$ cat config.mk
export PLATFORM = sky130hd
export DESIGN_NAME = demand_encoder
export DESIGN_NICKNAME = d
export VERILOG_FILES = /design/src/rtl/energy_pkg.sv /design/src/rtl/btn_debounce.sv /design/src/rtl/demand_encoder.sv
export SDC_FILE = /design/constraint.sdc
export NUM_CORES = 1
export LEC_CHECK = 0
export BUFFER_PORTS_ARGS = -buffer_cell sky130_fd_sc_hd__buf_2
export CORE_ASPECT_RATIO = 1.5
export CORE_MARGIN = 10
export CORE_UTILIZATION = 40
export CTS_CLUSTER_SIZE = 8
export DETAILED_ROUTE_END_ITERATION = 6
export PLACE_DENSITY = 0.56
export SLEW_MARGIN = 0
export SYNTH_ARGS = -nofsm -noshare
export SYNTH_HDL_FRONTEND = slang
export SYNTH_SLANG_ARGS = --single-unit
$ cat constraint.sdc
create_clock -name clk -period 6 [get_ports clk]
set_input_delay 0.6 -clock clk [delete_from_list [all_inputs] [get_ports clk]]
set_output_delay 0.6 -clock clk [all_outputs]
set_load 0.01 [all_outputs]
$ cat src/rtl/energy_pkg.sv
// Shared types and default constants for the energy-manager input path.
package energy_pkg;

   typedef enum logic [1:0] {
      Z_IDLE = 2'd0,
      Z_LOW  = 2'd1,
      Z_HIGH = 2'd2
   } demand_zone_e;

   typedef enum logic {
      HS_ACCEPT = 1'b0,
      HS_EVAL   = 1'b1
   } hs_state_e;

   localparam int DEF_ADC_W          = 12;
   localparam int DEF_LOW_TH         = 2248;
   localparam int DEF_HIGH_TH        = 3400;
   localparam int DEF_HYST           = 64;
   localparam int DEF_STABLE_SAMPLES = 4;
   localparam int DEF_DEB_CYCLES     = 50000;

   // {high, low, idle}; unused encoding decodes to idle so the output stays one-hot
   function automatic logic [2:0] zone_onehot(input demand_zone_e z);
      case (z)
         Z_LOW:   return 3'b010;
         Z_HIGH:  return 3'b100;
         default: return 3'b001;
      endcase
   endfunction

endpackage

$ cat src/rtl/btn_debounce.sv
// Two-flop synchronizer followed by a hold-time debounce counter.
module btn_debounce #(
   parameter int DEB_CYCLES = 50000
) (
   input  logic clk,
   input  logic reset_n,
   input  logic btn_n,
   output logic level
);

   localparam int CW = (DEB_CYCLES < 2) ? 1 : $clog2(DEB_CYCLES + 1);

   logic          sync1_q, sync2_q;
   logic          level_q, level_d;
   logic [CW-1:0] cnt_q, cnt_d;

   always_comb begin
      level_d = level_q;
      cnt_d   = '0;
      if (sync2_q != level_q) begin
         if (cnt_q == CW'(DEB_CYCLES - 1)) begin
            level_d = sync2_q;
         end else begin
            cnt_d = cnt_q + 1'b1;
         end
      end
   end

   always_ff @(posedge clk or negedge reset_n) begin
      if (!reset_n) begin
         sync1_q <= 1'b1;
         sync2_q <= 1'b1;
         level_q <= 1'b1;
         cnt_q   <= '0;
      end else begin
         sync1_q <= btn_n;
         sync2_q <= sync1_q;
         level_q <= level_d;
         cnt_q   <= cnt_d;
      end
   end

   assign level = level_q;

endmodule

$ cat src/rtl/demand_encoder.sv
// Joystick zone classifier with hysteresis and confirmation, plus debounced
// brake / battery buttons feeding the energy manager.
module demand_encoder
   import energy_pkg::*;
#(
   parameter int ADC_W          = DEF_ADC_W,
   parameter int LOW_TH         = DEF_LOW_TH,
   parameter int HIGH_TH        = DEF_HIGH_TH,
   parameter int HYST           = DEF_HYST,
   parameter int STABLE_SAMPLES = DEF_STABLE_SAMPLES,
   parameter int DEB_CYCLES     = DEF_DEB_CYCLES
) (
   input  logic             clk,
   input  logic             reset_n,
   input  logic             adc_valid,
   output logic             adc_ready,
   input  logic [ADC_W-1:0] adc_data,
   input  logic             btn_a_n,
   input  logic             btn_b_n,
   output logic             p_demand_low,
   output logic             p_demand_high,
   output logic             p_idle,
   output logic             is_braking,
   output logic             battery_button,
   output logic             demand_changed
);

   if (!(LOW_TH >= HYST && HIGH_TH + HYST <= (1 << ADC_W) - 1 &&
         LOW_TH + HYST < HIGH_TH - HYST && STABLE_SAMPLES >= 1 && DEB_CYCLES >= 1)) begin : g_bad_params
      $error("demand_encoder: illegal threshold/hysteresis parameters");
   end

   localparam int CW = (STABLE_SAMPLES < 2) ? 1 : $clog2(STABLE_SAMPLES + 1);
   localparam logic [ADC_W:0] LO_UP = (ADC_W + 1)'(LOW_TH + HYST);
   localparam logic [ADC_W:0] LO_DN = (ADC_W + 1)'(LOW_TH - HYST);
   localparam logic [ADC_W:0] HI_UP = (ADC_W + 1)'(HIGH_TH + HYST);
   localparam logic [ADC_W:0] HI_DN = (ADC_W + 1)'(HIGH_TH - HYST);

   hs_state_e        state_q, state_d;
   logic [ADC_W-1:0] sample_q, sample_d;
   demand_zone_e     zone_q, zone_d;
   demand_zone_e     prev_q, prev_d;
   demand_zone_e     cand;
   logic [CW-1:0]    cnt_q, cnt_d, cnt_nxt;
   logic [2:0]       demand_q;
   logic             changed_q, changed_d;
   logic [ADC_W:0]   s;
   logic             btn_a_lvl;

   btn_debounce #(.DEB_CYCLES(DEB_CYCLES)) u_deb_a (
      .clk(clk), .reset_n(reset_n), .btn_n(btn_a_n), .level(btn_a_lvl)
   );

   btn_debounce #(.DEB_CYCLES(DEB_CYCLES)) u_deb_b (
      .clk(clk), .reset_n(reset_n), .btn_n(btn_b_n), .level(battery_button)
   );

   assign is_braking = ~btn_a_lvl;
   assign s          = {1'b0, sample_q};

   // Hysteresis: thresholds to enter a zone sit above those to leave it
   always_comb begin
      cand = zone_q;
      case (zone_q)
         Z_IDLE:  cand = (s >= HI_UP) ? Z_HIGH : (s >= LO_UP) ? Z_LOW : Z_IDLE;
         Z_LOW:   cand = (s >= HI_UP) ? Z_HIGH : (s < LO_DN) ? Z_IDLE : Z_LOW;
         Z_HIGH:  cand = (s < LO_DN) ? Z_IDLE : (s < HI_DN) ? Z_LOW : Z_HIGH;
         default: cand = Z_IDLE;
      endcase
   end

   always_comb begin
      state_d   = state_q;
      sample_d  = sample_q;
      zone_d    = zone_q;
      prev_d    = prev_q;
      cnt_d     = cnt_q;
      cnt_nxt   = '0;
      changed_d = 1'b0;
      case (state_q)
         HS_ACCEPT: begin
            if (adc_valid) begin
               sample_d = adc_data;
               state_d  = HS_EVAL;
            end
         end
         default: begin
            state_d = HS_ACCEPT;
            prev_d  = cand;
            // Brake interlock blocks any upward progress but lets demand fall
            if (cand == zone_q || (is_braking && cand > zone_q)) cnt_nxt = '0;
            else if (cand != prev_q)                              cnt_nxt = CW'(1);
            else                                                  cnt_nxt = cnt_q + 1'b1;
            if (cnt_nxt == CW'(STABLE_SAMPLES)) begin
               zone_d    = cand;
               cnt_d     = '0;
               changed_d = 1'b1;
            end else begin
               cnt_d = cnt_nxt;
            end
         end
      endcase
   end

   always_ff @(posedge clk or negedge reset_n) begin
      if (!reset_n) begin
         state_q   <= HS_ACCEPT;
         sample_q  <= '0;
         zone_q    <= Z_IDLE;
         prev_q    <= Z_IDLE;
         cnt_q     <= '0;
         demand_q  <= 3'b001;
         changed_q <= 1'b0;
      end else begin
         state_q   <= state_d;
         sample_q  <= sample_d;
         zone_q    <= zone_d;
         prev_q    <= prev_d;
         cnt_q     <= cnt_d;
         demand_q  <= zone_onehot(zone_d);
         changed_q <= changed_d;
      end
   end

   assign adc_ready      = (state_q == HS_ACCEPT);
   assign p_idle         = demand_q[0];
   assign p_demand_low   = demand_q[1];
   assign p_demand_high  = demand_q[2];
   assign demand_changed = changed_q;

endmodule

==> After elaboration in Yosys (flattened, before gate mapping) <==
Index checks and enable logic that the tools add are counted.
{ "op_classes": {"n_mux": 22, "mul": 0, "n_shift": 0, "n_eq_ne": 11, "div_mod_pow": 0, "bitwise_logic": 2, "addsub": 3, "order_cmp": 5, "n_reduce_logical": 6} }
{ "ops": {"columns": ["cell", "n"], "rows": [
  ["16-bit 2-to-1 mux", 4],
  ["16-bit by 1-bit adder with 16-bit output (second input constant)", 2],
  ["16-bit == test (second input constant)", 2],
  ["12-bit >= comparator (second input constant)", 2],
  ["12-bit less-than comparator (second input constant)", 2],
  ["2-bit 2-to-1 mux", 6],
  ["3-bit 2-to-1 mux", 4],
  ["1-bit 2-to-1 mux", 6],
  ["2-bit case mux with 3 select lines", 1],
  ["3-bit case mux with 2 select lines", 1],
  ["2-bit AND reduction", 3],
  ["2-bit by 1-bit == test with 1-bit output (second input constant)", 2],
  ["2-bit == test (second input constant)", 2],
  ["3-bit by 1-bit adder with 3-bit output (second input constant)", 1],
  ["3-bit == test (second input constant)", 1],
  ["2-bit == test", 1],
  ["2-bit > comparator", 1],
  ["2-bit zero test", 1],
  ["1-bit != test", 2],
  ["2-bit != test", 1],
  ["1-bit NOT", 2],
  ["1-bit logical AND", 1],
  ["1-bit logical OR", 1]
]} }
{ "word_totals": {"n_memories": 0, "word_cells": 64, "input_bits": 17, "ram_bits": 0, "reg_bits": 62, "output_inout_bits": 7, "latch_bits": 0, "romBits": 0} }

==> Logic depth before layout (Yosys ltp) <==
Gate-level depths: netlist of the first run.
{ "logic_depth": {"ltp_word": 14, "depth_mapped": 12, "mapped_depth_nobuf": 12} }

==> Modules after synthesis <==
A second synthesis of the first run with hierarchy kept.
{ "hier_totals": {"cells_unflattened": 259, "hier_area_um2": 2949.1} }
{ "modules_own_cells": {"columns": ["module", "area_each_um2", "n_inst", "cells_per_inst", "seq_area_each_um2"], "rows": [
  ["btn_debounce", 940.9, 2, 83, 479.2],
  ["demand_encoder", 1067.3, 1, 93, 526.8]
]} }

==> Worst setup path after synthesis of the first run <==
No wires, ideal clock.
{ "synth_timing": {"path_type": "register to register", "from": "register sample_q[4]", "to": "register demand_q[0]", "n_path_buf": 0, "t_arrival_ns": 3.356, "synth_period_minus_slack_ns": 3.439, "slack_ns": 2.561, "setup_time_ns": 0.083, "stages_incl_launch_ff": 12, "t_required_ns": 5.917, "cell_sequence": "dfrtp_1 -> or4_4 -> a2111oi_4 -> a211oi_2 -> a41oi_4 -> ha_1 -> o21ai_0 -> nand2_1 -> or3_1 -> a211o_1 -> or3_1 -> ha_1"} }
{ "synth_via": {"elab_chain_cells": 14, "elab_cells_between_ends": 25, "cone_classes": "order compare: 5; eq/ne: 5; mux: 13; reduce/logical: 2"} }
{ "synth_lines": {"columns": ["item", "line_no", "text"], "rows": [
  ["from (decl)", "demand_encoder.sv:40", "logic [ADC_W-1:0] sample_q, sample_d;"],
  ["from (signal assigned)", "demand_encoder.sv:116", "sample_q <= sample_d;"],
  ["12-bit less-than comparator (tied with other cells)", "demand_encoder.sv:67", "Z_HIGH: cand = (s < LO_DN) ? Z_IDLE : (s < HI_DN) ? Z_LOW : Z_HIGH;"],
  ["2-bit 2-to-1 mux (tied with other cells)", "demand_encoder.sv:67", null],
  ["2-bit 2-to-1 mux, on equally long branches", "demand_encoder.sv:67, demand_encoder.sv:65, demand_encoder.sv:66", null],
  ["2-bit case mux with 3 select lines *", "demand_encoder.sv:64", "case (zone_q)"],
  ["2-bit > comparator", "demand_encoder.sv:91", "if (cand == zone_q || (is_braking && cand > zone_q)) cnt_nxt = '0;"],
  ["1-bit logical AND", "demand_encoder.sv:91", null],
  ["1-bit logical OR", "demand_encoder.sv:91", null],
  ["3-bit 2-to-1 mux", "demand_encoder.sv:91", null],
  ["3-bit 2-to-1 mux", "demand_encoder.sv:80", "case (state_q)"],
  ["3-bit == test", "demand_encoder.sv:94", "if (cnt_nxt == CW'(STABLE_SAMPLES)) begin"],
  ["2-bit 2-to-1 mux *", "demand_encoder.sv:94", null],
  ["2-bit 2-to-1 mux *", "demand_encoder.sv:80", null],
  ["named net zone_d[1]", "demand_encoder.sv:41", "demand_zone_e zone_q, zone_d;"],
  ["2-bit == test or 2-bit by 1-bit == test with 1-bit output (tied branches)", "energy_pkg.sv:24", "case (z)"],
  ["3-bit case mux with 2 select lines *", "energy_pkg.sv:24", null],
  ["to (signal assigned)", "demand_encoder.sv:120", "demand_q <= zone_onehot(zone_d);"],
  ["to (decl)", "demand_encoder.sv:45", "logic [2:0] demand_q;"]
]} }
The timed path passes the listed nets; every way through them passes the cells marked *. The select of a mux whose other input is x is not followed.
A chain may end at the register's enable or synchronous reset.

==> Worst setup path after layout of the first run <==
Ends and elaborated chain as after synthesis.

==> key figures, run 1 <==
Outcome
  • Run status: finished clean

Layout
  • Core occupancy in the finished layout: 0.4602
  • # fillers: 645
  • Area Overhead vs Synth: 12.70%
  • Share of final-layout standard cells stronger than drive strength 1: 0.2028
  • Antenna diode count: 0
  • Total Nets Final: roughly 300
  • Final Non-Filler Cells: 364

Floorplanning
  • Placeable core region: around 0.007 mm2
  • Die X-Extent: between 80 and 90 um
  • Die Area: around 0.011 mm2
  • Initial standard-cell utilization of the core: 0.4083
  • Number of I/O pins: 24
  • Standard-cell rows: 37
  • Die height: ~120 um

GRT
  • Residual overflow from global routing: 0
  • Pin count of the biggest net entering global routing: 60
  • Number of global-route vias before repair: around 2000
  • Initial antenna violation count: 0
  • Global-route wire length before repair: about 8700 um
  • GR Util All Layers: 0.1050

Setup path
  • Maximum fanout along the worst path: 6
  • WP data arrival: between 3 and 4 ns
  • Critical setup path kind: reg -> reg
  • Crit path capture type: flip-flop
  • Slowest cell on crit path: sky130_fd_sc_hd__or4_4
  • Critical path's top delay family: simple AND/OR/NAND/NOR gates
  • Data required time of the worst path: between 6 and 7 ns
  • Launching element type of the critical path: flip-flop
  • Peak per-stage delay on the critical path: 0.58 ns
  • Number of buffer and inverter instances along the worst setup path: 0
  • R2R setup slack: 2.31 ns
  • Cell-by-cell trace of the critical path: or4_4 -> a2111oi_4 -> a211oi_2 -> a41oi_4 -> ha_1 -> o21ai_0 -> nand2_1 -> or3_1 -> a211o_1 -> or3_1 -> ha_1

Yosys
  • Top flip-flop cell by instance count after synthesis: sky130_fd_sc_hd__dfrtp_1
  • Fraction of synthesis flops using an asynchronous set or reset pin: 1.000
  • Seq/Total Area, Yosys: 0.5309
  • EDFF count, synth: 0
  • Yosys reg bits: 59
  • Count of cell types in the netlist: a little over 40
  • Synth warnings: 0
  • Synth Cell Area: 0.002798 mm2
  • Synthesized instance count: 255
  • Average cell area after synthesis: between 10 and 15 um2
  • Net count of the mapped netlist: about 280

Clock network
  • Root buffer cell: sky130_fd_sc_hd__clkbuf_8
  • Clk buf depth: 2
  • Number of H-tree levels: 3
  • Post-CTS setup buffer count: 0
  • TritonCTS buffer count: 9
  • Clock slew at reported path FFs: roughly 0.060 ns
  • Clock tree from TritonCTS: yes
  • # resized after CTS: 0
  • Source-to-sink clock delay at the later pin of the worst-skew pair: roughly 0.34 ns
  • Number of buffers added to fix hold violations after cts: 0
  • Clock tree sinks: a little under 60

Timing
  • Crit path time final: 3.689 ns
  • Maximum clock rate: roughly 0.27 GHz
  • Slew at the pin with the worst max-slew slack: 0.8117 ns
  • Share of the cycle needed by the critical path after routing: 0.6148
  • Setup ws final: around 2.3 ns
  • RSZ-0062 raised after global routing: no
  • Final Hold Fails: 0
  • Headroom to the max-slew limit: 0.4578
  • Fin Setup TNS: 0 ns
  • Final setup skew: about 0.0075 ns
  • Final setup vio count: 0
  • Final max-slew violation count: 0

Drt
  • Post-detailed-route via-to-cell ratio: around 5.2
  • Routed wire length: between 5000 and 6000 um
  • Routed wire per std cell: ~14 um
  • Total vias in the final route: 1881
  • Drt first pass iters: 4
  • Drc violations: 0
  • Starting DRT DRC Count: ~110
  • Post-route antenna net violation count: 0

Placed design
  • Placement-stage worst setup slack: around 2.3 ns
  • Number of buffer cells added on primary ports: 20
  • DP Wirelength: 3566 um
  • Final weighted congestion of routability-driven global placement: slightly below 0.8
  • Cell total after placement: between 300 and 400

Power
  • Leakage power summed over all cells: approximately 1.4 nW
  • Highest ir drop seen on vdd: roughly 0.00016 V
  • Power per cell area: 266.2 mW/mm2

Job
  • Max-cap violations: 0

Worst hold path
  • Class of the tightest hold or removal check: reg -> reg
## synthesized netlist by cell type (2+ instances only)
master	n	area, um2
sky130_fd_sc_hd__a211o_1	2	17.52
sky130_fd_sc_hd__a211oi_1	2	15.01
sky130_fd_sc_hd__a21oi_1	6	30.03
sky130_fd_sc_hd__and2_1	3	18.77
sky130_fd_sc_hd__and3_1	12	75.07
sky130_fd_sc_hd__and4_1	3	26.28
sky130_fd_sc_hd__clkbuf_1	6	22.52
sky130_fd_sc_hd__dfrtp_1	52	1301
sky130_fd_sc_hd__dfstp_2	7	183.9
sky130_fd_sc_hd__ha_1	7	87.58
sky130_fd_sc_hd__inv_1	7	26.28
sky130_fd_sc_hd__mux2_2	11	123.9
sky130_fd_sc_hd__nand2_1	12	45.04
sky130_fd_sc_hd__nand2b_1	3	18.77
sky130_fd_sc_hd__nand3_1	10	50.05
sky130_fd_sc_hd__nand4_1	6	37.54
sky130_fd_sc_hd__nor2_1	40	150.1
sky130_fd_sc_hd__nor3_1	6	30.03
sky130_fd_sc_hd__nor4_1	2	12.51
sky130_fd_sc_hd__nor4b_1	3	26.28
sky130_fd_sc_hd__o21ai_0	3	15.01
sky130_fd_sc_hd__or3_1	2	12.51
sky130_fd_sc_hd__xnor2_1	13	113.9
sky130_fd_sc_hd__xor2_1	20	175.2
## flip-flops by register name (all words and copies together), names as in the netlist
signal / count
demand_q: 3
u_deb_a.sync2_q: 1
prev_q: 2
u_deb_a.cnt_q: 16
demand_changed: 1
u_deb_b.cnt_q: 16
u_deb_a.sync1_q: 1
sample_q: 9
cnt_q: 3
u_deb_b.sync1_q: 1
zone_q: 2
u_deb_b.level: 1
u_deb_b.sync2_q: 1
u_deb_a.level: 1
state_q: 1
## logic make-up after synthesis
logic type,Yosys count,share of synthesized area
AND/OR/NAND/NOR,109,0.1995
flip-flops,59,0.5309
XOR/XNOR,33,0.1033
AO/OA/AOI/OAI,23,0.07335
buffers and inverters,13,0.01744
multiplexers,11,0.04428
adder cells (fa/ha/maj),7,0.03130
## per-stage QoR
stage	area [um2]	total power, W	hold WS (ns)
floorplan	2798	0.0005001	0.3044
global placement	2980	0.0005274	0.3470
detailed placement	2980	0.0005297	0.3478
CTS	3153	0.0008541	0.3402
global route	3153	0.0008806	0.3335
finish	3153	0.0008392	0.3487
## path summary, 6_finish.rpt
kind                            startpoint               end  depth (start not counted)
max                            sample_q[4]       demand_q[0]                         11
max reg2reg                    sample_q[4]       demand_q[0]                         11
max in group asynchronous          reset_n         zone_q[0]                          2
min reg2reg                u_deb_a.sync1_q   u_deb_a.sync2_q                          0
min in group asynchronous          reset_n  u_deb_a.cnt_q[9]                          2
min                        u_deb_a.sync1_q   u_deb_a.sync2_q                          0
## metal layers
layer | up-vias | track usage | part of all wire
li1 | 928 | - | -
met1 | 913 | 0.1049 | 0.40
met2 | 26 | 0.1724 | 0.52
met3 | 14 | 0.04509 | 0.046
met4 | 0 | 0.07099 | 0.033
met5 | - | 0 | 0
## power by group
group / total [W] / switching, W / internal [W]
clock network: 0.000318 / 0.000147 / 0.000171
registers: 0.000445 / 0.0000241 / 0.000421
logic: 0.0000758 / 0.0000400 / 0.0000358
## area by class of cell
cell class	count	area, um2	area share
Timing Repair Buffer	21	107.6	0.03413
Multi-Input combinational cell	183	1264	0.4008
Clock inverter	2	10.01	0.003175
Inverter	7	26.28	0.008333
Sequential cell	59	1485	0.4710
Clock buffer	14	162.7	0.05159
Tap cell	78	97.59	0.03095
## layout by cell type, fill, tap and decap left out, types with 6 or more instances in the layout
master,n
sky130_fd_sc_hd__nor2_1,40
sky130_fd_sc_hd__xnor2_1,13
sky130_fd_sc_hd__dfstp_2,7
sky130_fd_sc_hd__nor3_1,6
sky130_fd_sc_hd__and3_1,12
sky130_fd_sc_hd__inv_1,7
sky130_fd_sc_hd__nand3_1,10
sky130_fd_sc_hd__nand2_1,12
sky130_fd_sc_hd__xor2_1,20
sky130_fd_sc_hd__a21oi_1,6
sky130_fd_sc_hd__mux2_2,11
sky130_fd_sc_hd__nand4_1,6
sky130_fd_sc_hd__buf_2,20
sky130_fd_sc_hd__clkbuf_8,11
sky130_fd_sc_hd__dfrtp_1,52
sky130_fd_sc_hd__ha_1,7
## worst reg2reg max path, stage by stage, from the launching register on
cell                        delay (ns)
sky130_fd_sc_hd__dfrtp_1          0.39
sky130_fd_sc_hd__or4_4            0.58
sky130_fd_sc_hd__a2111oi_4        0.38
sky130_fd_sc_hd__a211oi_2         0.10
sky130_fd_sc_hd__a41oi_4          0.29
sky130_fd_sc_hd__ha_1             0.28
sky130_fd_sc_hd__o21ai_0          0.16
sky130_fd_sc_hd__nand2_1          0.12
sky130_fd_sc_hd__or3_1            0.38
sky130_fd_sc_hd__a211o_1          0.32
sky130_fd_sc_hd__or3_1            0.34
sky130_fd_sc_hd__ha_1             0.28
Power figures use the tool's default switching activity.
==> inputs of run 2 (changes only) <==
--- a/config.mk
+++ b/config.mk
@@ -5,13 +5,14 @@
 export SDC_FILE = /design/constraint.sdc
 export NUM_CORES = 1
 export LEC_CHECK = 0
+export ABC_AREA = 1
 export BUFFER_PORTS_ARGS = -buffer_cell sky130_fd_sc_hd__buf_2
 export CORE_ASPECT_RATIO = 1.5
 export CORE_MARGIN = 10
 export CORE_UTILIZATION = 40
 export CTS_CLUSTER_SIZE = 8
 export DETAILED_ROUTE_END_ITERATION = 6
-export PLACE_DENSITY = 0.56
+export PLACE_DENSITY = 0.58
 export SLEW_MARGIN = 0
 export SYNTH_ARGS = -nofsm -noshare
 export SYNTH_HDL_FRONTEND = slang
==> constraint.sdc (replaced) <==
create_clock -name clk -period 3 [get_ports clk]
set_input_delay 0.3 -clock clk [delete_from_list [all_inputs] [get_ports clk]]
set_output_delay 0.3 -clock clk [all_outputs]
set_load 0.01 [all_outputs]
==> key figures, run 2 <==
Drt
  • Starting DRT DRC Count: 79 (-27%)
  • Routed wire per std cell: 11.83 um (-15%)
  • Drt first pass iters: 4 (unchanged)
  • Routed wire length: 5559 um (+10%)
  • Post-route antenna net violation count: 0 (unchanged)
  • Post-detailed-route via-to-cell ratio: 4.721 (-8.6%)
  • Drc violations: 0 (unchanged)
  • Total vias in the final route: 2219 (+18%)

Clock network
  • Clk buf depth: 2 (unchanged)
  • Clock slew at reported path FFs: 0.06 ns (about the same)
  • Clock tree sinks: 59 (unchanged)
  • Source-to-sink clock delay at the later pin of the worst-skew pair: 0.35 ns (about the same)
  • Number of H-tree levels: 3 (unchanged)
  • TritonCTS buffer count: 9 (unchanged)
  • Root buffer cell: sky130_fd_sc_hd__clkbuf_8
  • Clock tree from TritonCTS: yes
  • Number of buffers added to fix hold violations after cts: 0 (unchanged)

Placed design
  • Final weighted congestion of routability-driven global placement: 0.7933 (+0.25%)
  • Number of buffer cells added on primary ports: 20 (unchanged)
  • DP Wirelength: 4173 um (+17%)

Timing
  • Final max-slew violation count: 0 (unchanged)
  • Final Hold Fails: 0 (unchanged)
  • Final setup skew: 0.006235 ns (-0.001233 ns)
  • Final setup vio count: 0 (unchanged)
  • Final worst hold slack: 0.04884 ns (-0.2998 ns)
  • Headroom to the max-slew limit: 0.3554 (-0.1023)
  • Crit path time final: 2.593 ns (-1.096 ns)
  • Slew at the pin with the worst max-slew slack: 0.9669 ns (+0.1552 ns)
  • Share of the cycle needed by the critical path after routing: 0.8642 (+0.2494)
  • Maximum clock rate: 0.3857 GHz (+42%)
  • Fin Setup TNS: 0 ns (unchanged)
  • RSZ-0062 raised after global routing: no

Layout
  • Commonest cells after routing, fill and taps aside: 73 x sky130_fd_sc_hd__nand2_1, 52 x sky130_fd_sc_hd__dfrtp_1, 40 x sky130_fd_sc_hd__inv_1
  • Area Overhead vs Synth: 14.53%
  • Most common library cell in the layout ignoring fill and taps: sky130_fd_sc_hd__nand2_1
  • Antenna diode count: 0 (unchanged)
  • Largest registers: u_deb_a.cnt_q (16), u_deb_b.cnt_q (16), sample_q (9)
  • Total Nets Final: 389 (+28%)
  • Share of final-layout standard cells stronger than drive strength 1: 0.2270 (+0.02423)

Floorplanning
  • Die X-Extent: 90.27 um (+2.2%)
  • Standard-cell rows: 38 (+2.7%)
  • Die Area: 0.01132 mm2 (+4.7%)
  • Initial standard-cell utilization of the core: 0.4100 (+0.001645)
  • Placeable core region: 0.007227 mm2 (+5.5%)
  • Die height: 125.4 um (+2.4%)
  • Number of I/O pins: 24 (unchanged)

GRT
  • GR Util All Layers: 0.1069 (+0.001886)
  • Global-route wire length before repair: 9832 um (+13%)
  • Initial antenna violation count: 0 (unchanged)
  • Number of global-route vias before repair: 2232 (+11%)
  • Residual overflow from global routing: 0 (unchanged)
  • Pin count of the biggest net entering global routing: 46 (-23%)

Job
  • Max-cap violations: 0 (unchanged)

Yosys
  • Top flip-flop cell by instance count after synthesis: sky130_fd_sc_hd__dfrtp_1
  • Synthesized-area fraction occupied by xor and xnor cells: 0.02660 (-0.07670)
  • Seq/Total Area, Yosys: 0.5013 (-0.02959)
  • Yosys reg bits: 59 (unchanged)
  • Top cell type's share of synthesized area: 0.4392 (-0.02593)
  • Net count of the mapped netlist: 356 (+28%)
  • Post-synthesis share of cell area spent on and, or, nand and nor gates: 0.3252 (+0.1257)
  • Most repeated cell in the gate-level netlist after synthesis: sky130_fd_sc_hd__nand2_1
  • Multiplexer area fraction after synthesis: 0.003801 (-0.04047)
  • Synth warnings: 0 (unchanged)
  • EDFF count, synth: 0 (unchanged)
  • Post-synthesis cell type with the largest combined area: sky130_fd_sc_hd__dfrtp_1
  • Main combinational cell family by area after synthesis: simple AND/OR/NAND/NOR gates
  • Fraction of synthesis flops using an asynchronous set or reset pin: 1.000 (unchanged)
  • Synthesized instance count: 332 (+30%)
  • Synth Cell Area: 0.002963 mm2 (+5.9%)
  • Dominant cells by area after synthesis: sky130_fd_sc_hd__dfrtp_1 44%, sky130_fd_sc_hd__nand2_1 9.2%, sky130_fd_sc_hd__dfstp_2 6.2%
  • Average cell area after synthesis: 8.924 um2 (-19%)
  • Most frequent cells after synthesis: 73 x sky130_fd_sc_hd__nand2_1, 52 x sky130_fd_sc_hd__dfrtp_1, 40 x sky130_fd_sc_hd__inv_1, 27 x sky130_fd_sc_hd__nor2_1, 14 x sky130_fd_sc_hd__nand3_1
  • Fraction of the mapped netlist area in adder cells: 0.02956 (-0.001745)
  • Count of cell types in the netlist: 37 (-9.8%)
  • Complex-gate fraction of the synthesized area: 0.05236 (-0.02098)

Worst hold path
  • Class of the tightest hold or removal check: in -> reg

Power
  • Total chip power: 0.001671 W (+99%)
  • Power per cell area: 492.4 mW/mm2 (+85%)
  • Leakage power summed over all cells: 1.629 nW (+15%)
  • Highest ir drop seen on vdd: 0.0002807 V (+72%)

Setup path
  • Crit path capture type: flip-flop
  • WP data arrival: 2.86 ns (-1.10 ns)
  • Launching element type of the critical path: flip-flop
  • Data required time of the worst path: 3.27 ns (-3.00 ns)
  • Maximum fanout along the worst path: 5 (-1)
  • Critical setup path kind: reg -> reg

Outcome
  • Run status: finished clean
-- run 2: worst paths after layout --
path                                      start                end  slack [ns]  cells after the start
worst max register to register      sample_q[4]        demand_q[0]        0.41                     20
worst max-delay path                sample_q[4]        demand_q[0]        0.41                     20
worst min register to register  u_deb_a.sync1_q    u_deb_a.sync2_q        0.36                      0
min in group asynchronous               reset_n  u_deb_a.cnt_q[12]        0.11                      1
worst min-delay path                    btn_a_n    u_deb_a.sync1_q        0.05                      1
max in group asynchronous               reset_n        demand_q[0]        2.11                      2
-- run 2: cell type report --
class	count	area (um2)
clock inverters	2	10.01
multi-input cells	226	1301
clock buffers	14	172.7
well taps	100	125.1
flip-flops and latches	59	1485
inverters	45	168.9
fillers	716	3834
repair buffers	24	130.1
-- run 2: report_power, final --
group          switching, W  internal, W  leakage (nW)
clock network      0.000311     0.000365        0.0965
registers         0.0000217     0.000830         0.776
logic             0.0000956    0.0000476         0.756
total              0.000428      0.00124          1.63
-- run 2: critical path, stage by stage, from the launching register on --
cell	delay, ns
sky130_fd_sc_hd__dfrtp_1	0.39
sky130_fd_sc_hd__nor2_2	0.14
sky130_fd_sc_hd__nand2_1	0.08
sky130_fd_sc_hd__nand2_1	0.06
sky130_fd_sc_hd__nand2_1	0.07
sky130_fd_sc_hd__nand2_1	0.08
sky130_fd_sc_hd__nand2_1	0.05
sky130_fd_sc_hd__nand2_1	0.06
sky130_fd_sc_hd__nand2_2	0.06
sky130_fd_sc_hd__nand2_2	0.09
sky130_fd_sc_hd__inv_1	0.07
sky130_fd_sc_hd__ha_1	0.26
sky130_fd_sc_hd__o21ai_0	0.15
sky130_fd_sc_hd__nand2_1	0.07
sky130_fd_sc_hd__inv_1	0.12
sky130_fd_sc_hd__nand3_2	0.10
sky130_fd_sc_hd__nor2_4	0.16
sky130_fd_sc_hd__nand3_4	0.11
sky130_fd_sc_hd__nand2_1	0.07
sky130_fd_sc_hd__nand2_1	0.06
sky130_fd_sc_hd__ha_1	0.28
-- run 2: logic make-up after synthesis --
family	count (synthesis)
buffers and inverters	47
multiplexers	1
XOR/XNOR	9
adder cells (fa/ha/maj)	7
AND/OR/NAND/NOR	180
flip-flops	59
AO/OA/AOI/OAI	29
-- run 2: stage by stage --
step / instance area, um2 / setup WS, ns / instances / util
finish: 3393 / 0.4074 / 470 / 0.4695
floorplan: 2963 / 0.6040 / 332 / -
detailed placement: 3198 / 0.3150 / 453 / 0.4425
CTS: 3381 / 0.2949 / 469 / 0.4678
global route: 3393 / 0.01090 / 470 / 0.4695
global placement: 3198 / 0.3167 / 453 / 0.4425
-- run 2: routing by layer --
layer | global-route usage | share of wire
met1 | 0.1159 | 0.44
met2 | 0.1814 | 0.50
met3 | 0.03832 | 0.035
met5 | 0 | 0
met4 | 0.05075 | 0.021
-- run 2: what timing repair did --
item,in CTS,in global routing
buffers inserted,0,1
hold endpoints to repair,0,0
resized for setup,0,1
endpoints found under the setup margin,0,3
